==> src/rtl/unified_mem_arbiter_pkg.sv <==
// Shared definitions for the unified memory arbiter and the cache controller that will follow it.
// The state encoding is fixed so other blocks can decode it directly.
package unified_mem_arbiter_pkg;

    typedef enum logic [1:0] {
        IDLE    = 2'd0,
        IF_BUSY = 2'd1,
        DM_BUSY = 2'd2
    } arb_state_e;

    localparam int DEFAULT_AW = 32;
    localparam int DEFAULT_DW = 32;
    localparam int WDOG_W     = 8;

endpackage

==> src/rtl/mem_watchdog.sv <==
// Busy-cycle counter that flags a hung memory transaction.
// timeout_o is high during the LIMIT-th enabled cycle after a clear.
module mem_watchdog
    import unified_mem_arbiter_pkg::*;
#(
    parameter int LIMIT = 255
) (
    input  logic clk,
    input  logic reset_n,
    input  logic clr_i,
    input  logic en_i,
    output logic timeout_o
);

    localparam logic [WDOG_W-1:0] LAST_CNT = WDOG_W'(LIMIT - 1);

    logic [WDOG_W-1:0] cnt_q;
    logic [WDOG_W-1:0] cnt_d;

    always_comb begin
        cnt_d = cnt_q;
        if (clr_i) begin
            cnt_d = '0;
        end else if (en_i && (cnt_q != {WDOG_W{1'b1}})) begin
            cnt_d = cnt_q + 1'b1;
        end
    end

    always_ff @(posedge clk or negedge reset_n) begin
        if (!reset_n) begin
            cnt_q <= '0;
        end else begin
            cnt_q <= cnt_d;
        end
    end

    assign timeout_o = en_i && !clr_i && (cnt_q == LAST_CNT);

endmodule

==> src/rtl/unified_mem_arbiter.sv <==
// Shares one single-port, variable-latency memory between instruction fetch and data access.
// Data wins arbitration unless fetch has waited through MAX_DM_CONSEC data grants.
module unified_mem_arbiter
    import unified_mem_arbiter_pkg::*;
#(
    parameter int AW             = DEFAULT_AW,
    parameter int DW             = DEFAULT_DW,
    parameter int MAX_DM_CONSEC  = 4,
    parameter int TIMEOUT_CYCLES = 255
) (
    input  logic          clk,
    input  logic          reset_n,
    input  logic          if_req_i,
    input  logic [AW-1:0] if_addr_i,
    output logic [DW-1:0] if_data_o,
    output logic          if_valid_o,
    output logic          stall_if_o,
    input  logic          dm_read_i,
    input  logic          dm_write_i,
    input  logic [AW-1:0] dm_addr_i,
    input  logic [DW-1:0] dm_wdata_i,
    output logic [DW-1:0] dm_rdata_o,
    output logic          dm_valid_o,
    output logic          stall_mem_o,
    output logic          MEM_req_o,
    output logic          MEM_we_o,
    output logic [AW-1:0] MEM_addr_o,
    output logic [DW-1:0] MEM_wdata_o,
    input  logic [DW-1:0] MEM_rdata_i,
    input  logic          MEM_ack_i,
    output logic          err_o
);

    localparam logic [7:0] MAX_CONSEC = 8'(MAX_DM_CONSEC);

    arb_state_e    state_q, state_d;
    logic [7:0]    consec_q, consec_d;
    logic          req_q, req_d;
    logic          we_q, we_d;
    logic [AW-1:0] addr_q, addr_d;
    logic [DW-1:0] wdata_q, wdata_d;
    logic [DW-1:0] if_data_q, if_data_d;
    logic [DW-1:0] dm_rdata_q, dm_rdata_d;
    logic          if_valid_q, if_valid_d;
    logic          dm_valid_q, dm_valid_d;
    logic          err_q, err_d;

    logic dm_pend;
    logic busy;
    logic timeout;

    assign dm_pend = dm_read_i | dm_write_i;
    assign busy    = (state_q != IDLE);

    mem_watchdog #(
        .LIMIT (TIMEOUT_CYCLES)
    ) u_watchdog (
        .clk       (clk),
        .reset_n   (reset_n),
        .clr_i     (!busy),
        .en_i      (busy),
        .timeout_o (timeout)
    );

    always_comb begin
        state_d    = state_q;
        consec_d   = consec_q;
        req_d      = req_q;
        we_d       = we_q;
        addr_d     = addr_q;
        wdata_d    = wdata_q;
        if_data_d  = if_data_q;
        dm_rdata_d = dm_rdata_q;
        if_valid_d = 1'b0;
        dm_valid_d = 1'b0;
        err_d      = err_q;

        case (state_q)
            IDLE: begin
                // Only grants made while fetch is waiting count towards starvation.
                if (!if_req_i) begin
                    consec_d = '0;
                end
                if (dm_pend && (!if_req_i || (consec_q < MAX_CONSEC))) begin
                    state_d = DM_BUSY;
                    if (if_req_i) begin
                        consec_d = consec_q + 1'b1;
                    end
                    req_d   = 1'b1;
                    we_d    = dm_write_i;
                    addr_d  = dm_addr_i;
                    wdata_d = dm_wdata_i;
                end else if (if_req_i) begin
                    state_d  = IF_BUSY;
                    consec_d = '0;
                    req_d    = 1'b1;
                    we_d     = 1'b0;
                    addr_d   = if_addr_i;
                end
            end
            IF_BUSY: begin
                if (MEM_ack_i) begin
                    state_d    = IDLE;
                    req_d      = 1'b0;
                    if_data_d  = MEM_rdata_i;
                    if_valid_d = 1'b1;
                end else if (timeout) begin
                    state_d    = IDLE;
                    req_d      = 1'b0;
                    err_d      = 1'b1;
                    if_data_d  = '0;
                    if_valid_d = 1'b1;
                end
            end
            DM_BUSY: begin
                // Stores complete without touching the load-data register.
                if (MEM_ack_i) begin
                    state_d    = IDLE;
                    req_d      = 1'b0;
                    we_d       = 1'b0;
                    dm_valid_d = 1'b1;
                    if (!we_q) begin
                        dm_rdata_d = MEM_rdata_i;
                    end
                end else if (timeout) begin
                    state_d    = IDLE;
                    req_d      = 1'b0;
                    we_d       = 1'b0;
                    err_d      = 1'b1;
                    dm_rdata_d = '0;
                    dm_valid_d = 1'b1;
                end
            end
            default: begin
                state_d = IDLE;
                req_d   = 1'b0;
            end
        endcase
    end

    always_ff @(posedge clk or negedge reset_n) begin
        if (!reset_n) begin
            state_q    <= IDLE;
            consec_q   <= '0;
            req_q      <= 1'b0;
            we_q       <= 1'b0;
            addr_q     <= '0;
            wdata_q    <= '0;
            if_data_q  <= '0;
            dm_rdata_q <= '0;
            if_valid_q <= 1'b0;
            dm_valid_q <= 1'b0;
            err_q      <= 1'b0;
        end else begin
            state_q    <= state_d;
            consec_q   <= consec_d;
            req_q      <= req_d;
            we_q       <= we_d;
            addr_q     <= addr_d;
            wdata_q    <= wdata_d;
            if_data_q  <= if_data_d;
            dm_rdata_q <= dm_rdata_d;
            if_valid_q <= if_valid_d;
            dm_valid_q <= dm_valid_d;
            err_q      <= err_d;
        end
    end

    assign MEM_req_o   = req_q;
    assign MEM_we_o    = we_q;
    assign MEM_addr_o  = addr_q;
    assign MEM_wdata_o = wdata_q;
    assign if_data_o   = if_data_q;
    assign dm_rdata_o  = dm_rdata_q;
    assign if_valid_o  = if_valid_q;
    assign dm_valid_o  = dm_valid_q;
    assign err_o       = err_q;

    assign stall_if_o  = if_req_i & !if_valid_q;
    assign stall_mem_o = dm_pend & !dm_valid_q;

endmodule
==> config.mk <==
export PLATFORM = sky130hd
export DESIGN_NAME = unified_mem_arbiter
export DESIGN_NICKNAME = d
export VERILOG_FILES = /design/src/rtl/unified_mem_arbiter_pkg.sv /design/src/rtl/mem_watchdog.sv /design/src/rtl/unified_mem_arbiter.sv
export SDC_FILE = /design/constraint.sdc
export NUM_CORES = 1
export LEC_CHECK = 0
export CAP_MARGIN = 25
export CELL_PAD_IN_SITES_DETAIL_PLACEMENT = 1
export CELL_PAD_IN_SITES_GLOBAL_PLACEMENT = 2
export CORE_MARGIN = 10
export CORE_UTILIZATION = 27
export DETAILED_ROUTE_END_ITERATION = 8
export HOLD_SLACK_MARGIN = 0.03
export PLACE_DENSITY_LB_ADDON = 0.12
export REMOVE_ABC_BUFFERS = 1
export SETUP_SLACK_MARGIN = 0.15
export SYNTH_ARGS = -nofsm -noshare
export SYNTH_HDL_FRONTEND = slang
export SYNTH_SLANG_ARGS = --single-unit
==> constraint.sdc <==
create_clock -name clk -period 3.57 [get_ports clk]
set_input_delay 0.357 -clock clk [delete_from_list [all_inputs] [get_ports clk]]
set_output_delay 0.357 -clock clk [all_outputs]
set_load 0.01 [all_outputs]
==> reports/metrics.cfg <==
[timing]
grt_setup_unrepaired=false
timing.final.crit_share_pct=78.5
max_freq_ghz=0.357
finalHoldViolCount=0
setup_viol=0
fin_crit_ps=2800
clock-skew-final_ps=9.55
worst_slew_pin_slew_ps=791
fin_ws_ps=767
slew_headroom_pct=47.2
slew_viol_final=0

[clock_tree]
cts_inserted_buffers=17
clk_pin_slew_ps=70
cts_tree=yes
clockBufferDepth=2
clockRootBuffer=clkbuf_16
cts_setup_buffers=0
cts_max_level=4
clkLatencyLatePin_ps=420
numClockSinks=151

[global_routing]
grt_pass1_wl_um=34200
top_usage_layer=met2
antenna_found_initial=1
grt_max_degree=86
grt_overflow=0
track_usage_pct=15.2
use_met1_pct=19.0
grt_pass1_vias=5464
grt_util_met2_pct=23.7
grt_util_met3_pct=6.26

[floorplan]
rows=54
core-area_um2=22000
fp.dieW_um=170
initial_core_util_pct=27.5
dieArea_um2=28800
fp.dieH_um=170
io_pins=269

[worst_setup_path]
cp-start-kind=register
critPathCaptureType=register
rrSetupSlack_ps=770
crit_type=reg2reg
cp_slowest_cell=nor2_4
critPathTopFamily=buffers and inverters
arrival_ps=3140
r2r-end=MEM_addr_o[15]
crit_chain=inv_1 -> ha_1 -> clkinv_1 -> nor2_4 -> buf_4 -> nor2_1 -> a31oi_1
timing.rr.start=state_q[0]
cp_num_buf_inv=3
crit_path_max_incr_delay_ps=610
reg2reg_depth=7
required_ps=3910
path_max_fanout=26

[min_path]
worstHoldPathCells=3
hp-class=in2reg
min_to=MEM_addr_o[5]
min_from=if_addr_i[5]

[placement]
gp_congestion=0.760
port_buffers=268
pre_cts_slack_ps=717
placed_cell_area_um2=9020
post-dp-hpwl_um=16400

[yosys]
syn_inst=502
synth_top_area_share_pct=62.5
yosysTopAreaCell=dfrtp_1
yosysWarningCount=0
ys_top_cells_by_area=dfrtp_1 63%, a22o_1 9.1%, mux2_2 6.0%
netlist_area_um2=6040
ys_seq_area_share_pct=62.5
yosysUniqueCellTypes=42
syn_avg_cell_area_um2=12.0
synth-seq-cells=151

[drt]
drt_iter0_drc=245
drtPass1Iterations=7
routed_via_density=4.76
routedWlPerCell_um=20.8
vias=5073
postRouteAntennaNets=0
drc=0
drt_wl_total_um=22200

[finish]
final_area_um2=9640
final_nets=910
layout-drive-gt1-share_pct=10.9
area_delta_synth_final_pct=59.5

[power_and_ir_drop]
leakage_nw=4.10
power.density_nw_per_um2=857
ir_drop_mv=0.241

[run_status]
status=completed

[flow_run]
maxCapViolCount=0

## layout by cell type, fill, tap and decap left out, drive strengths merged, types with 2 or more instances in the layout
master,instances
nor2b,8
clkdlybuf4s50,267
and2,3
inv,15
nand3,3
a22o,63
nand4,2
a211oi,3
a31oi,37
ha,6
nor3,6
clkinvlp,3
and3,2
mux2,32
a32o,2
o21ai,5
o2bb2ai,3
buf,13
clkinv,3
clkbuf,18
xnor2,2
nor4b,2
bufinv,2
nor2,44
diode,2
dfrtp,151
nand2,71
## metrics by stage
stage	util (%)	total power, mW	setup TNS [ps]	cells	hold slack [ps]
after global placement	41.1	6.39	0	1030	459
after global routing	43.9	8.75	0	1063	496
final	43.9	8.26	0	1065	491
after floorplan	-	4.30	-98.9	470	61.4
after detailed placement	41.1	6.50	0	1030	472
after CTS	43.9	8.40	0	1063	467
## state kept, by name, summed over array words and instances (netlist names)
signal and cells:
dm_rdata_o 32, dm_valid_o 1, err_o 1, MEM_req_o 1, if_data_o 32, state_q 2
MEM_we_o 1, MEM_wdata_o 32, consec_q 8, MEM_addr_o 32, u_watchdog.cnt_q 8, if_valid_o 1
## worst max-delay path by stage
stage               depth (start not counted)  slack (ps)       start        endpoint
floorplan                                   6        -100  state_q[0]        MEM_we_o
global placement                            7         930  state_q[0]  MEM_addr_o[31]
detailed placement                          7         720  state_q[0]  MEM_addr_o[15]
CTS                                         7         720  state_q[0]  MEM_addr_o[15]
global route                                7         470  state_q[0]  MEM_addr_o[23]
finish                                      7         770  state_q[0]  MEM_addr_o[15]
## worst reg2reg max path: stages, from the launching register on
cell and delay [ps]:
dfrtp_1 410, inv_1 100, ha_1 550, clkinv_1 450, nor2_4 610, buf_4 360
nor2_1 80, a31oi_1 160
## logic make-up after synthesis
| logic type | Yosys count | synth area share, % |
|---|---|---|
| xor+xnor | 2 | 0.290 |
| simple gates | 147 | 10.8 |
| flops | 151 | 62.5 |
| fa+ha+maj | 6 | 1.24 |
| buf+inv | 41 | 3.25 |
| compound gates | 122 | 15.8 |
| mux | 33 | 6.13 |
## metal layers
layer | part of all wire (%) | vias to the layer above
met2 | 46 | 177
met5 | 0 | -
met1 | 43 | 2532
met3 | 9.2 | 24
met4 | 1.6 | 0
li1 | - | 2340
## synthesized netlist by cell type
library cell,count
nand2_1,71
or2_2,1
clkinv_1,1
nor3b_1,1
a311o_1,1
buf_6,3
a22o_1,63
o2bb2ai_1,3
and4_1,1
nor2_1,43
nor3_1,6
nor4_4,1
clkbuf_1,11
ha_1,6
nand3_1,3
nand4b_1,1
o21ba_2,1
o21ai_0,5
a32o_1,2
nand4_1,2
a21o_1,1
a211oi_1,3
o31ai_1,1
mux2i_1,1
xnor2_1,2
a32oi_1,1
buf_2,16
inv_1,8
dfrtp_1,151
nand2b_1,1
a31oi_1,37
a21boi_1,1
buf_1,2
mux2_2,32
o21bai_1,1
a22oi_1,1
a31o_2,1
and2_1,3
nor4b_1,2
nor2b_1,8
and3_1,2
nor2_4,1
## layout make-up
cell class | instances | area, um^2
Clock buffer | 18 | 439
Multi-Input combinational cell | 310 | 2090
Sequential cell | 151 | 3780
Antenna cell | 2 | 5.00
Clock inverter | 14 | 163
Inverter | 9 | 33.8
Tap cell | 280 | 350
Timing Repair Buffer | 281 | 2780
Fill cell | 2317 | 12300
## report_power, final
group	switching, mW	internal (mW)	total (mW)
sequential	0.441	2.45	2.89
clock	0.787	1.07	1.86
combinational	1.53	1.99	3.52
total	2.76	5.50	8.26
## what timing repair did
item / 4_1_cts / 5_1_grt
endpoints found under the hold margin: 23 / 0
hold buffers: 1 / 0
gates resized for setup: 0 / 0
setup endpoints to repair: 0 / 0
No activity file was read; power rests on OpenSTA's default activity.
